### src/rtl/hs32_fetch_q.sv
// hs32 instruction prefetch queue: sequential fetch with one outstanding request,
// power-of-two {pc, data} FIFO toward decode, and flush/redirect with stale-word drop.
module hs32_fetch_q #(
  parameter int            DEPTH    = 4,
  parameter int            PBITS    = 2,
  parameter int            AW       = 32,
  parameter int            DW       = 32,
  parameter logic [AW-1:0] RESET_PC = '0,
  parameter logic [AW-1:0] PC_STEP  = AW'(4)
) (
  input  logic          clk,
  input  logic          rstn,
  output logic [AW-1:0] addr,
  input  logic [DW-1:0] dtr,
  output logic          reqm,
  input  logic          ackm,
  output logic [DW-1:0] instd,
  output logic [AW-1:0] instd_pc,
  input  logic          reqd,
  output logic          ackd,
  input  logic [AW-1:0] newpc,
  input  logic          flush,
  output logic [PBITS:0] level
);

  localparam logic [PBITS:0] DEPTH_L = (PBITS+1)'(DEPTH);
  localparam logic [PBITS:0] PTR_ONE = (PBITS+1)'(1);

  logic [AW-1:0]  pc_q, pc_d;
  logic [AW-1:0]  addr_q, addr_d;
  logic           reqm_q, reqm_d;
  logic           drop_q, drop_d;
  logic [PBITS:0] wp_q, wp_d;
  logic [PBITS:0] rp_q, rp_d;
  logic [PBITS:0] lvl, lvl_nxt;
  logic           push, pop;

  logic [AW-1:0]  fifo_pc_q  [DEPTH];
  logic [DW-1:0]  fifo_dat_q [DEPTH];

  assign lvl  = wp_q - rp_q;
  assign ackd = (lvl != '0);
  assign pop  = reqd && ackd;
  // A word returning for a request that a flush has orphaned never enters the FIFO.
  assign push = ackm && reqm_q && !drop_q && !flush;

  always_comb begin
    pc_d    = pc_q;
    addr_d  = addr_q;
    reqm_d  = reqm_q;
    drop_d  = drop_q;
    wp_d    = wp_q;
    rp_d    = rp_q;
    lvl_nxt = lvl;
    if (flush) begin
      wp_d = rp_q;
      pc_d = newpc;
      if (reqm_q && !ackm) begin
        drop_d = 1'b1;
      end else if (reqm_q) begin
        reqm_d = 1'b0;
        drop_d = 1'b0;
      end else begin
        reqm_d = 1'b1;
        addr_d = newpc;
        drop_d = 1'b0;
      end
    end else begin
      if (push) begin
        wp_d = wp_q + PTR_ONE;
        pc_d = pc_q + PC_STEP;
      end
      if (pop) rp_d = rp_q + PTR_ONE;
      lvl_nxt = wp_d - rp_d;
      // Issue (or re-issue back-to-back on completion) only when a slot will be free.
      if (!reqm_q || ackm) begin
        reqm_d = (lvl_nxt < DEPTH_L);
        addr_d = pc_d;
        drop_d = 1'b0;
      end
    end
  end

  always_ff @(posedge clk or negedge rstn) begin
    if (!rstn) begin
      pc_q   <= RESET_PC;
      addr_q <= RESET_PC;
      reqm_q <= 1'b0;
      drop_q <= 1'b0;
      wp_q   <= '0;
      rp_q   <= '0;
    end else begin
      pc_q   <= pc_d;
      addr_q <= addr_d;
      reqm_q <= reqm_d;
      drop_q <= drop_d;
      wp_q   <= wp_d;
      rp_q   <= rp_d;
    end
  end

  always_ff @(posedge clk) begin
    if (push) begin
      fifo_pc_q[wp_q[PBITS-1:0]]  <= addr_q;
      fifo_dat_q[wp_q[PBITS-1:0]] <= dtr;
    end
  end

  assign addr     = addr_q;
  assign reqm     = reqm_q;
  assign level    = lvl;
  assign instd    = fifo_dat_q[rp_q[PBITS-1:0]];
  assign instd_pc = fifo_pc_q[rp_q[PBITS-1:0]];

endmodule

### config.mk
export PLATFORM = sky130hd
export DESIGN_NAME = hs32_fetch_q
export DESIGN_NICKNAME = d
export VERILOG_FILES = /design/src/rtl/hs32_fetch_q.sv
export SDC_FILE = /design/constraint.sdc
export NUM_CORES = 1
export LEC_CHECK = 0
export CAP_MARGIN = 20
export CORE_MARGIN = 1.5
export CORE_UTILIZATION = 35
export CTS_CLUSTER_DIAMETER = 80
export DETAILED_ROUTE_END_ITERATION = 6
export SLEW_MARGIN = 20
export SYNTH_ARGS = -nofsm -noshare
export SYNTH_HDL_FRONTEND = slang
export SYNTH_SLANG_ARGS = --single-unit
export TNS_END_PERCENT = 1
### constraint.sdc
create_clock -name clk -period 4.1 [get_ports clk]
set_input_delay 1.025 -clock clk [delete_from_list [all_inputs] [get_ports clk]]
set_output_delay 1.025 -clock clk [all_outputs]
set_load 0.05 [all_outputs]
## Word level (Yosys, flattened, before mapping)

Memories as Yosys holds them, arrays and structs flattened.
Index checks and enable logic that the tools add are counted.

| cells by class | value |
|---|---|
| add/sub/neg operators | 5 |
| $lt $le $gt $ge | 1 |
| mux-type cells | 20 |
| eq/ne operators | 2 |
| reductions and logical operators | 14 |

Operators by type and width:

| operator | number |
|---|---|
| $mux W32 | 6 |
| $add A32 B3 Y32 const B | 1 |
| $mux W3 | 5 |
| $mux W1 | 9 |
| $add A3 B1 Y3 const B | 2 |
| $sub A3 B3 Y3 | 2 |
| $logic_and A1 B1 Y1 | 5 |
| $logic_not A1 Y1 | 4 |
| $ne A2 B2 Y1 const B | 2 |
| $lt A3 B3 Y1 const B | 1 |
| $reduce_and A3 Y1 | 1 |
| $reduce_bool A3 Y1 | 1 |
| $reduce_and A2 Y1 | 1 |
| $reduce_bool A2 Y1 | 1 |
| $logic_or A1 B1 Y1 | 1 |

| word-level totals | value |
|---|---|
| bits of input ports | 69 |
| output and inout port bits | 101 |
| memories | 2 |
| register bits | 72 |
| word-level logic and storage cells | 50 |
| RAM bits | 256 |

Memory list:

| memory | depth | bits a word | rd ports | clocked after memory_dff | write ports | line | source |
|---|---|---|---|---|---|---|---|
| fifo_dat_q | 4 | 32 | 1 | 0 | 1 | 39 | `logic [DW-1:0] fifo_dat_q [DEPTH];` |
| fifo_pc_q | 4 | 32 | 1 | 0 | 1 | 38 | `logic [AW-1:0] fifo_pc_q [DEPTH];` |

## Longest topological paths before layout

| logic depth | value |
|---|---|
| word-level depth | 9 |
| depth in mapped cells | 13 |
| mapped depth without buffers | 13 |

## Worst setup path before layout

Ideal clock, no wire load.

| timing | value |
|---|---|
| kind | register to register |
| start point | register wp_q[0] |
| end point | register reqm_q (netlist: reqm) |
| arrival time | 3.435 ns |
| data required time | 3.973 ns |
| slack | 0.538 ns |
| cell stages (with the launch flop) | 14 |
| cells stage by stage | dfrtp_1 inv_1 ha_1 fa_1 xor3_1 or2_2 nand2_1 mux2i_1 ha_1 inv_1 or4_1 nand4_1 a2111o_1 nand3_1 |

| on the way | value |
|---|---|
| word-level cells in the longest chain between the ends | 9 |
| elaborated cells between the ends (all ways) | 12 |
| those cells by class | add/sub (3); order compare (1); mux (6); reduce/logical (2) |

RTL lines:

| item | line | source |
|---|---|---|
| start: declaration | 33 | `logic [PBITS:0] wp_q, wp_d;` |
| start signal: assignment | 97 | `wp_q <= wp_d;` |
| $sub A3 B3 Y3 | 41 | `assign lvl = wp_q - rp_q;` |
| net level[2] | 23 | `output logic [PBITS:0] level` |
| $reduce_bool A3 Y1 | 42 | `assign ackd = (lvl != '0);` |
| net ackd | 20 | `output logic ackd,` |
| $logic_and A1 B1 Y1 | 43 | `assign pop = reqd && ackd;` |
| $mux W3 | 73 | `if (pop) rp_d = rp_q + PTR_ONE;` |
| $mux W3 | 55 | `if (flush) begin` |
| $sub A3 B3 Y3 | 74 | `lvl_nxt = wp_d - rp_d;` |
| $lt A3 B3 Y1 | 77 | `reqm_d = (lvl_nxt < DEPTH_L);` |
| $mux W1 | 76 | `if (!reqm_q \|\| ackm) begin` |
| $mux W1 | 55 |  |
| end signal: assignment | 95 | `reqm_q <= reqm_d;` |
| end: declaration | 31 | `logic reqm_q, reqm_d;` |

The timed path passes the listed nets, and every way through them passes these cells. The select of a mux whose other input is x is not followed.
A chain may end at the register's enable or synchronous reset.

## Worst setup path in the final report

| timing | value |
|---|---|
| start point | register wp_q[0] |
| end point | output level[2] |

| on the way | value |
|---|---|
| word-level cells in the longest chain between the ends | 1 |

RTL lines:

| item | line |
|---|---|
| $sub A3 B3 Y3 | 41 |
| end: declaration | 23 |

No other way between the ends.

==> impl_metrics.ini <==
[placement]
gp_congestion = 0.7612
hpwl_microns = 17780
port-buffer-count = 169
placed_cells = 1333
pre_cts_ws_ns = 0.5231
place_area_sq_um = 15290

[synthesis]
async_reset_ff_share_pct = 21.95
ys_warn_count = 0
synth-edff-count = 256
yosysSeqAreaShare_pct = 73.50
ys.flop_type = edfxtp_1
synth_cells = 715
synth.distinct_cells = 49
synth-seq-cells = 328
synth.cell_area_sq_um = 12910
synth_area_per_cell_sq_um = 18.06
synth_nets = 793

[critical_path]
worstPathRequired_ns = 3.07
cp-start-kind = flip-flop
cpMaxStageDelayCell = clkdlybuf4s50_1
worstPathMaxFanout = 5
end_kind = output pin
crit_chain = inv_1 -> ha_1 -> fa_1 -> xor3_1 -> clkdlybuf4s50_1
arrival_ns = 2.83
worstSetupPathType = reg2out
slowest_delay_ns = 0.88

[cells_and_area]
final_cell_mix = edfxtp_1 (256), clkdlybuf4s50_1 (167), dfrtp_1 (70)
instances_no_fill = 1401
final_common_cell = edfxtp_1
n_fill_cell = 3199
drive_gt1_share_pct = 18.33
design_area_sq_um = 16660
antenna_cells = 0
fin_nets = 983
area_growth_pct = 29.01

[clock_network]
numCtsBuffers = 38
cts_root_buf = clkbuf_16
clockBufferDepth = 3
cts_tree = built
numClockSinks = 328
cts_hold_buf = 0
worstSkewPairLatency_ns = 0.52
clk_pin_slew_ns = 0.06
htree_levels = 2

[pwr]
p_per_area_nw_per_um2 = 806.4
power_frac_comb_pct = 38.9
switching_share_pct = 37.43
p_clk_share_pct = 27.3
switchingPower_mw = 5.028
p_int_mw = 8.404
vdd_drop_max_mv = 0.3737
cellLeakagePower_nw = 5.681
seqPwrFrac_pct = 33.9

[timing]
tns_ns = 0
final-hold-violation-count = 0
whs_ns = 0.4946
clock.fmax_ghz = 0.2597
skew_ns = 0.02921
min_period_ns = 3.851
rsz0062_at_grt = no
relSlewSlack_pct = 35.62
worstMarginPinSlew_ns = 0.9630
layout_setup_ws_ns = 0.2489
maxSlewViolCount = 0
finalCritPeriodShare_pct = 93.93
setup_violations = 0

[route]
drt-wirelength-per-cell_microns = 20.85
drt-initial-drc-count = 400
drcViolationCount = 0
ant_nets = 0
viasPerCell = 5.029
vias = 7045
wirelength_microns = 29210
detailedRoute.firstPassIterationCount = 4

[floorplan]
dieHeight_microns = 195.1
die-area_sq_um = 38050
start_util_pct = 35.44
pin_count = 170
die_x_microns = 195.1
rows = 70
core_area_sq_um = 36430

[job]
drv_cap = 0

[global_routing]
grt_max_degree = 73
grt_pass1_vias = 7483
antenna_found_initial = 0
grt_overflow_total = 0
grt_pass1_wl_microns = 44990
grt_usage_pct = 15.43

[run_status]
status = completed

[worst_hold_path]
worstHoldPathType = reg2reg
-- cells in the mapped netlist (all sizes together) (8+ instances only) --
cell type	instances	area, sq um
edfxtp	256	7687
dfrtp	72	1802
mux4	64	1441
nand2	44	165.2
nor2	37	138.9
clkbuf	22	82.58
xnor2	22	192.7
mux2	19	214.0
o21ai	18	90.09
a21oi	16	80.08
inv	16	60.06
buf	14	60.06
nor4	11	75.07
nand3	10	50.05
ha	8	100.1
nor3	8	40.04
-- final cells by class --
| class | count | area, sq um | area share, % |
|---|---|---|---|
| sequential | 328 | 9497 | 57.01 |
| multi-input combinational | 335 | 3244 | 19.48 |
| timing repair buffer | 186 | 1907 | 11.45 |
| clock buffer | 42 | 987.2 | 5.927 |
| tap | 468 | 585.6 | 3.515 |
| clock inverter | 26 | 376.6 | 2.261 |
| inverter | 16 | 60.06 | 0.3606 |
-- what timing repair did --
item	in CTS	in global routing
gates resized for setup	0	1
buffers inserted	0	0
setup endpoints to repair	0	1
-- per-layer routing --
metal	up-vias	track usage, %	wire length [microns]
met1	3624	20.80	12820
met3	42	3.126	1471
met5	-	0	0
met4	0	3.244	453
met2	164	25.94	14470
li1	3215	-	-
-- per-stage QoR --
stage / total power [mW] / util [%]
floorplan: 8.099 / -
global placement: 9.894 / 41.97
detailed placement: 9.922 / 41.97
CTS: 13.63 / 45.71
global route: 13.99 / 45.72
finish: 13.43 / 45.72
-- worst max-delay path, delay by kind of cell (launching register included) --
family                     cells  cell delay (ns)
xor gates and xnor gates       1             0.28
adders and majority gates      2             0.61
buffers and inverters          2             1.02
DFF                            1             0.41
-- kinds of logic after synthesis --
| logic type | count (synthesis) | synth area share [%] |
|---|---|---|
| simple gates | 148 | 5.718 |
| compound gates | 66 | 3.363 |
| fa+ha+maj | 9 | 0.9304 |
| flops | 328 | 73.50 |
| mux | 85 | 12.98 |
| xor+xnor | 27 | 1.948 |
| buf+inv | 52 | 1.570 |
-- path summary, 6_finish.rpt --
kind,startpoint,end,slack (ns),cells past startpoint
min reg2reg,pc_q[1],pc_q[1],0.49,1
max in group asynchronous,rstn,rp_q[1],2.71,1
max reg2reg,wp_q[0],reqm,0.73,13
min in group asynchronous,rstn,pc_q[1],0.64,1
min,pc_q[1],pc_q[1],0.49,1
max,wp_q[0],level[2],0.25,5
-- flip-flops by register name (all words and copies together), names as in the netlist --
register,flops
rp_q,3
drop_q,1
pc_q,32
fifo_pc_q,128
reqm,1
fifo_dat_q,128
wp_q,3
addr,32
-- power by group through the flow --
stage	clock network [mW]	logic (mW)	registers [mW]
after global routing	3.88	5.49	4.62
after global placement	0	5.29	4.61
after CTS	3.75	5.32	4.56
after floorplan	0	3.09	5.01
final	3.66	5.22	4.55
after detailed placement	0	5.30	4.62
(Power assumes the default switching activity.)
